===== src/rtl/memory_feeder_multi.sv =====
// memory_feeder_multi: on each new bunch crossing, copies one PAGE_DEPTH-word
// page from NCH lockstep master BRAMs into NCH paged working BRAMs.
// The master read pointer walks the master memory one page per batch. The
// working page is selected by the low bits of the batch bx.
module memory_feeder_multi #(
  parameter int NCH          = 2,
  parameter int WIDTH        = 32,
  parameter int MASTER_DEPTH = 64,
  parameter int PAGE_DEPTH   = 32,
  parameter int NPAGES       = 2,
  parameter int RD_LAT       = 2,
  parameter int BX_W         = 3
) (
  input  logic                                         clk,
  input  logic                                         reset,
  input  logic                                         en_proc,
  input  logic [BX_W-1:0]                              bx_in,
  input  logic [NCH-1:0]                               chan_en,
  output logic [$clog2(MASTER_DEPTH)-1:0]              master_addr,
  input  logic [NCH*WIDTH-1:0]                         master_dout,
  output logic [$clog2(NPAGES)+$clog2(PAGE_DEPTH)-1:0] mem_addr,
  output logic [NCH*WIDTH-1:0]                         mem_din,
  output logic [NCH-1:0]                               mem_wea,
  output logic                                         busy,
  output logic                                         done,
  output logic [BX_W-1:0]                              bx_out,
  output logic                                         overrun
);

  localparam int AW  = $clog2(MASTER_DEPTH);
  localparam int PW  = $clog2(PAGE_DEPTH);
  localparam int PGW = $clog2(NPAGES);
  // Every pipe stage except the last: once these are clear, the final write
  // is already on the outputs and the batch can close at this edge.
  localparam logic [RD_LAT-1:0] DRAIN_MASK = {RD_LAT{1'b1}} >> 1;

  typedef enum logic [1:0] {IDLE, READ, DRAIN} state_t;

  state_t            state, state_nxt;
  logic              trig, start, issue, batch_end, drain_empty, wr_vld;
  logic              armed, pend;
  logic [BX_W-1:0]   last_bx, pend_bx, batch_bx;
  logic [AW-1:0]     base, base_nxt;
  logic [PW-1:0]     rd_off;
  logic [RD_LAT-1:0] vld_p;
  logic [PW-1:0]     off_p [RD_LAT];

  // A trigger is the first enabled cycle after reset or any change of bx.
  assign trig        = en_proc & (~armed | (bx_in != last_bx));
  assign drain_empty = (vld_p & DRAIN_MASK) == '0;
  assign busy        = (state != IDLE);
  assign base_nxt    = (base == AW'(MASTER_DEPTH - PAGE_DEPTH)) ? '0 : base + AW'(PAGE_DEPTH);

  // FSM state register
  always_ff @(posedge clk) begin
    if (reset) state <= IDLE;
    else       state <= state_nxt;
  end

  // Next-state and per-cycle strobes
  always_comb begin
    state_nxt = state;
    start     = 1'b0;
    issue     = 1'b0;
    batch_end = 1'b0;
    case (state)
      IDLE: begin
        if (trig || pend) begin
          state_nxt = READ;
          start     = 1'b1;
        end
      end
      READ: begin
        issue = 1'b1;
        if (rd_off == PW'(PAGE_DEPTH - 1)) state_nxt = DRAIN;
      end
      DRAIN: begin
        if (drain_empty) begin
          state_nxt = IDLE;
          batch_end = 1'b1;
        end
      end
      default: state_nxt = IDLE;
    endcase
  end

  // Trigger bookkeeping: arm flag, last seen bx, pending request, overrun pulse
  always_ff @(posedge clk) begin
    if (reset) begin
      armed   <= 1'b0;
      last_bx <= '0;
      pend    <= 1'b0;
      overrun <= 1'b0;
    end else begin
      overrun <= 1'b0;
      if (trig) begin
        armed   <= 1'b1;
        last_bx <= bx_in;
      end
      if (start) pend <= 1'b0;
      if (trig && busy) begin
        if (pend) overrun <= 1'b1;
        pend <= 1'b1;
      end
    end
  end

  // Read side: master pointer, page offset counter, base advance
  always_ff @(posedge clk) begin
    if (reset) begin
      master_addr <= '0;
      rd_off      <= '0;
      base        <= '0;
    end else begin
      if (start) begin
        master_addr <= base;
        rd_off      <= '0;
        base        <= base_nxt;
      end else if (issue) begin
        rd_off <= rd_off + PW'(1);
        if (state_nxt == READ) master_addr <= master_addr + AW'(1);
      end
    end
  end

  // Stage p0..p(RD_LAT-1): valid bits follow each issued read through the BRAM latency
  always_ff @(posedge clk) begin
    if (reset) begin
      vld_p  <= '0;
      done   <= 1'b0;
      bx_out <= '0;
    end else begin
      vld_p[0] <= issue;
      for (int i = 1; i < RD_LAT; i++) vld_p[i] <= vld_p[i-1];
      done <= batch_end;
      if (batch_end) bx_out <= batch_bx;
    end
  end

  // Data companions of the valid pipe plus the latched batch/pending bx
  always_ff @(posedge clk) begin
    off_p[0] <= rd_off;
    for (int i = 1; i < RD_LAT; i++) off_p[i] <= off_p[i-1];
    if (start)        batch_bx <= trig ? bx_in : pend_bx;
    if (trig && busy) pend_bx  <= bx_in;
  end

  // Write stage: the oldest pipe entry meets the master read data
  assign wr_vld   = vld_p[RD_LAT-1];
  assign mem_wea  = wr_vld ? chan_en : '0;
  assign mem_addr = wr_vld ? {batch_bx[PGW-1:0], off_p[RD_LAT-1]} : '0;
  assign mem_din  = wr_vld ? master_dout : '0;

endmodule


===== config.mk =====
export PLATFORM = sky130hd
export DESIGN_NAME = memory_feeder_multi
export DESIGN_NICKNAME = d
export VERILOG_FILES = /design/src/rtl/memory_feeder_multi.sv
export SDC_FILE = /design/constraint.sdc
export NUM_CORES = 1
export LEC_CHECK = 0
export BUFFER_PORTS_ARGS = -buffer_cell sky130_fd_sc_hd__buf_2
export CELL_PAD_IN_SITES_DETAIL_PLACEMENT = 1
export CELL_PAD_IN_SITES_GLOBAL_PLACEMENT = 1
export CORE_MARGIN = 3
export CORE_UTILIZATION = 28
export CTS_BUF_LIST = sky130_fd_sc_hd__clkbuf_2 sky130_fd_sc_hd__clkbuf_4 sky130_fd_sc_hd__clkbuf_8
export DETAILED_ROUTE_END_ITERATION = 12
export PLACE_DENSITY = 0.84
export SYNTH_ARGS = -nofsm -noshare
export SYNTH_HDL_FRONTEND = slang
export SYNTH_SLANG_ARGS = --single-unit
export TNS_END_PERCENT = 20

===== constraint.sdc =====
create_clock -name clk -period 2.05 [get_ports clk]
set_input_delay 0.3075 -clock clk [delete_from_list [all_inputs] [get_ports clk]]
set_output_delay 0.3075 -clock clk [all_outputs]
set_load 0.05 [all_outputs]

==> results of run 1 <==
[sequential cells by signal, indices dropped and copies added, names as in the netlist, 2 cells and up]
signal	cells
bx_out	3
batch_bx	3
state	2
off_p	10
master_addr	6
pend_bx	3
vld_p	2
rd_off	5
last_bx	3
[stage by stage]
| stage | cell area (sq um) | setup WS, ps | cells | total power [uW] | hold slack [ps] |
|---|---|---|---|---|---|
| after global placement | 2910 | 245 | 450 | 1290 | 311 |
| after detailed placement | 2910 | 128 | 450 | 1300 | 316 |
| after floorplan | 2020 | 169 | 207 | 1160 | 310 |
| final | 3030 | 160 | 458 | 1930 | 247 |
| after global routing | 3030 | 1.53 | 458 | 2010 | 252 |
| after CTS | 3020 | 113 | 458 | 1950 | 237 |
[cell families after synthesis]
kind of cell | count (synthesis)
compound gates | 8
xor+xnor | 11
fa+ha+maj | 3
buf+inv | 17
flops | 42
mux | 12
simple gates | 114
[power by group through the flow]
stage | clock network, uW | registers, uW | logic (uW)
6_report | 644 | 889 | 392
5_1_grt | 692 | 894 | 421
4_1_cts | 660 | 890 | 395
3_5_place_dp | 0 | 909 | 394
3_3_place_gp | 0 | 906 | 385
2_1_floorplan | 0 | 916 | 247
[synth_stat cells (all sizes together)]
cell type / number / area share
and2: 74 / 0.23
dfxtp: 36 / 0.36
nor2: 13 / 0.024
clkbuf: 10 / 0.019
nor3: 10 / 0.047
mux2i: 9 / 0.045
xor2: 8 / 0.035
edfxtp: 6 / 0.089
inv: 4 / 0.0074
nand4: 4 / 0.012
buf: 3 / 0.011
ha: 3 / 0.019
mux2: 3 / 0.017
nand2: 3 / 0.0056
xnor2: 3 / 0.013
a21oi: 2 / 0.0049
and3: 2 / 0.0062
nor2b: 2 / 0.0062
nor3b: 2 / 0.0099
nor4: 2 / 0.0093
o21ai: 2 / 0.0049
a211oi: 1 / 0.0037
nand2b: 1 / 0.0031
o211a: 1 / 0.0049
o21a: 1 / 0.0037
o41ai: 1 / 0.014
or3: 1 / 0.0031
[per-layer routing]
layer | vias to the layer above | part of all wire | track usage
li1 | 979 | - | -
met4 | 2 | 0.0082 | 0.0415
met5 | - | 0.0016 | 0
met1 | 922 | 0.39 | 0.183
met2 | 81 | 0.53 | 0.311
met3 | 7 | 0.064 | 0.0406
[worst max-delay path by stage]
stage,startpoint,end,depth (start not counted)
after floorplan,rd_off[0],master_addr[5],7
after global placement,rd_off[0],master_addr[3],8
after detailed placement,rd_off[0],master_addr[3],8
after CTS,rd_off[0],master_addr[3],8
after global routing,rd_off[0],master_addr[3],8
final,rd_off[0],master_addr[4],8
[layout make-up]
cell class / count / share of cell area
Clock inverter: 3 / 0.0132
Timing Repair Buffer: 160 / 0.273
Multi-Input combinational cell: 148 / 0.349
Tap cell: 96 / 0.0397
Sequential cell: 42 / 0.298
Clock buffer: 5 / 0.0227
Inverter: 4 / 0.00496
[worst register-to-register path, cell delays in order, from the launching register on]
cell and delay, ps:
dfxtp_1 360, ha_1 240, and3_1 190, ha_1 220
nor3b_4 230, buf_4 180, nand4_1 120, xor2_1 200
nor3_2 50
==> results.yml, run 1 <==
global_route:
  grt_pass1_wl_um: 10900
  antenna_found_initial: 1
  gr-total-overflow: 0
  grt_start_max_net_pins: 63
  grt.total_usage: 0.165
  grt_pass1_vias: 2042
yosys:
  synth_top_family_by_area: "simple AND/OR/NAND/NOR gates"
  yosysUniqueCellTypes: 31
  syn_area_sq_mm: 0.00202
  synthMuxAreaShare: 0.0612
  synth_nets: 282
  synthAdderAreaFrac: 0.0185
  ys_ff_latch: 42
  synthCells: 207
  ys_seq_area_frac: 0.445
  synth-xor-area-share: 0.0476
  synth_compound_area_frac: 0.0358
  synth-simple-area-share: 0.355
  avgSynthCellArea_sq_um: 9.78
  synth_warnings: 0
clocking:
  post_cts_buffers: 0
  clock_sinks: 42
  cts_resized: 0
  cts.path.max_buffers: 2
  cts_tree: "built"
  clkLatencyLatePin_ps: 290
  cts_root_buf: "clkbuf_8"
  cts_buffers: 5
  cts_hold_buf: 0
  cts.reportedPaths.clkPinSlew_ps: 80
  cts_htree_levels: 2
sta:
  drv_slew: 0
  worst_clock_skew_ps: 6.25
  fin_crit_sh: 0.922
  relSlewSlack: 0.601
  finalHoldViolations: 0
  setup_viol: 0
  rsz0062_at_grt: "false"
  period_needed_ps: 1890
  finalSetupTns_ps: 0
  fmax_ghz: 0.529
  tightest_slew_ps: 597
pwr:
  p_leak_uw: 0.00164
  seqPwrFrac: 0.462
  p_clk_frac: 0.335
  p_int_uw: 1360
  p_sw_uw: 563
  powerDensity_mw_per_mm2: 636
  power_frac_comb: 0.204
  switching_share: 0.292
  ir_worst_vdd_mv: 0.443
cells_and_area:
  multiInputGateArea_sq_mm: 0.00106
  final_core_util: 0.438
  drive_gt1_frac: 0.508
  area_growth_pct: 49.6
  final_common_cell: "buf_2"
  mostFrequentLayoutCells: "155 x buf_2, 74 x and2_1, 35 x dfxtp_1, 13 x nor2_1"
  fillers: 884
  seq_area_sq_um: 902
  nNetsFinal: 436
  diodes: 0
worst_setup_path:
  ff2ff_path_depth: 8
  cp_top_family: "simple AND/OR/NAND/NOR gates"
  crit-reg2reg-launch: "rd_off[0]"
  endpoint_kind: "flip-flop"
  crit_chain: "ha_1 -> and3_1 -> ha_1 -> nor3b_4 -> buf_4 -> nand4_1 -> xor2_1 -> nor3_2"
  path_common_cell: "ha_1"
  critical_path.max_stage_delay_ps: 360
  start_kind: "flip-flop"
  regToRegSetupSlack_ps: 160
  worst_ep_required_time_ps: 2220
  critPathArrivalTime_ps: 2060
  path_buf_inv: 1
  path_class: "flip-flop to flip-flop"
  crit_fanout: 5
  cp_slowest_cell: "dfxtp_1"
  rr_endpoint: "master_addr[4]"
detailed_routing:
  ant_nets: 0
  detail_route.vias_per_cell: 4.35
  drt_iter0_drc: 12
  wirelength_um: 7060
  via_count: 1991
  firstDrtPassIters: 2
  drcViolationCount: 0
  wl_per_cell_um: 15.4
hold_path:
  holdPathEnd: "pend_bx[1]"
  hold_depth: 1
  holdCritStartpoint: "bx_in[1]"
  worstHoldPathType: "input port to flip-flop"
floorplanning:
  die_area_sq_mm: 0.00829
  rows: 30
  io-pin-count: 156
  die_w_um: 91.0
  initial_utilization: 0.293
  coreArea_sq_mm: 0.00691
  die_h_um: 91.0
placed_design:
  portBuffers: 155
  place_congestion: 0.829
  dp_hpwl_um: 5820
job:
  maxCapViolations: 0
status:
  status: "complete, no violations"
No activity file was read; power rests on OpenSTA's default activity.
==> inputs of run 2 (changes only) <==
- RECOVER_POWER: default -> 50
==> run 2 against run 1 <==
Sequential power hardly changed; clock power barely moved; via count about the same; hold slack better by 68 ps; critical path depth did not move; largest cell class unchanged; die area stayed put.
==> results.yml, run 2 (synthesis gave the netlist of run 1 again) <==
status:
  status: "complete, no violations"
cells_and_area:
  nNetsFinal: 436
  largest-register: "off_p"
  seq_area_sq_um: 902
  final_cells: 458
  mostFrequentLayoutCells: "121 x buf_2, 74 x and2_1, 35 x dfxtp_1, 26 x clkbuf_1, 13 x nor2_1"
  top_regs: "off_p x10, master_addr x6, rd_off x5"
  diodes: 0
  multiInputGateArea_sq_mm: 0.00106
  fillers: 899
  largest_reg_flops: 10
  final_common_cell: "buf_2"
  final_cell_area_sq_mm: 0.00298
  area_growth_pct: 47.2
  drive_gt1_frac: 0.436
global_route:
  grt_pass1_vias: 2042
  gr-total-overflow: 0
  grt.total_usage: 0.165
  grt_pass1_wl_um: 10900
  antenna_found_initial: 1
  grt_start_max_net_pins: 63
clocking:
  cts_htree_levels: 2
  cts_tree: "built"
  cts_root_buf: "clkbuf_8"
  clock_sinks: 42
  clkLatencyLatePin_ps: 290
  cts_hold_buf: 0
  cts_buffers: 5
  cts.reportedPaths.clkPinSlew_ps: 80
  cts.path.max_buffers: 2
sta:
  hold_ws_ps: 314
  relSlewSlack: 0.555
  finalSetupTns_ps: 0
  fin_crit_sh: 0.923
  worst_clock_skew_ps: 5.63
  rsz0062_at_grt: "false"
  finalHoldViolations: 0
  fmax_ghz: 0.528
  drv_slew: 0
  period_needed_ps: 1890
  tightest_slew_ps: 671
  setup_viol: 0
worst_setup_path:
  critPathArrivalTime_ps: 2060
  ff2ff_path_depth: 8
  crit_fanout: 5
  cp_top_family: "simple AND/OR/NAND/NOR gates"
  critical_path.max_stage_delay_ps: 360
  crit_cells: 8
  path_common_cell: "ha_1"
  crit_chain: "ha_1 -> and3_1 -> ha_1 -> nor3b_4 -> buf_4 -> nand4_1 -> xor2_1 -> nor3_2"
  endpoint_kind: "flip-flop"
  worst_ep_required_time_ps: 2220
  regToRegSetupSlack_ps: 160
  path_class: "flip-flop to flip-flop"
  start_kind: "flip-flop"
  rr_endpoint: "master_addr[4]"
  cp_slowest_cell: "dfxtp_1"
  crit-reg2reg-launch: "rd_off[0]"
  path_buf_inv: 1
pwr:
  p_leak_uw: 0.00152
  total_power_uw: 1920
  powerDensity_mw_per_mm2: 643
  ir_worst_vdd_mv: 0.444
placed_design:
  dpl-instance-area_sq_mm: 0.00291
  placed_cells: 450
  portBuffers: 155
  place_congestion: 0.829
  dp_hpwl_um: 5820
hold_path:
  holdPathEnd: "pend_bx[1]"
  holdCritStartpoint: "bx_in[1]"
  hold_depth: 1
  worstHoldPathType: "input port to flip-flop"
floorplanning:
  die_h_um: 91.0
  coreArea_sq_mm: 0.00691
  die_area_sq_mm: 0.00829
  rows: 30
  io-pin-count: 156
  die_w_um: 91.0
  initial_utilization: 0.293
detailed_routing:
  wirelength_um: 7090
  detail_route.vias_per_cell: 4.35
  via_count: 1992
  ant_nets: 0
  drcViolationCount: 0
  firstDrtPassIters: 3
  wl_per_cell_um: 15.5
  drt_iter0_drc: 12
job:
  maxCapViolations: 0
==> run 2: worst max-delay path by stage <==
stage | startpoint | to
after floorplan | rd_off[0] | master_addr[5]
after global placement | rd_off[0] | master_addr[3]
after detailed placement | rd_off[0] | master_addr[3]
after CTS | rd_off[0] | master_addr[3]
after global routing | rd_off[0] | master_addr[3]
final | rd_off[0] | master_addr[4]
==> run 2: worst register-to-register path, stage by stage (launching register included) <==
cell     delay (ps)
dfxtp_1         360
ha_1            240
and3_1          190
ha_1            220
nor3b_4         230
buf_4           180
nand4_1         120
xor2_1          200
nor3_2           50
==> run 2: through the flow <==
step | utilization | setup WS (ps)
after floorplan | - | 169
after global placement | 0.422 | 245
after detailed placement | 0.422 | 128
after CTS | 0.438 | 113
after global routing | 0.432 | 2.04
final | 0.432 | 157
==> run 2: timing repair <==
item | CTS | global route
buffers inserted | 0 | 0
endpoints found under the setup margin | 0 | 1
gates resized for setup | 0 | 1
endpoints found under the hold margin | 0 | 0
==> run 2: layout make-up <==
cell class                      count  area share
Clock buffer                        5      0.0231
Clock inverter                      3      0.0134
Tap cell                           96      0.0403
Sequential cell                    42       0.303
Inverter                            4     0.00504
Multi-Input combinational cell    148       0.354
Timing Repair Buffer              160       0.261
==> run 2: per-layer routing <==
| layer | wire [um] | global-route usage |
|---|---|---|
| met3 | 492 | 0.0406 |
| met4 | 55 | 0.0415 |
| met1 | 2770 | 0.183 |
| met5 | 11 | 0 |
| met2 | 3770 | 0.311 |
==> run 2: report_power, final <==
group	leakage [uW]	total [uW]	internal, uW	switching, uW
Sequential	0.000349	889	868	21.0
Clock	0.0000579	641	359	283
Combinational	0.00111	387	130	257
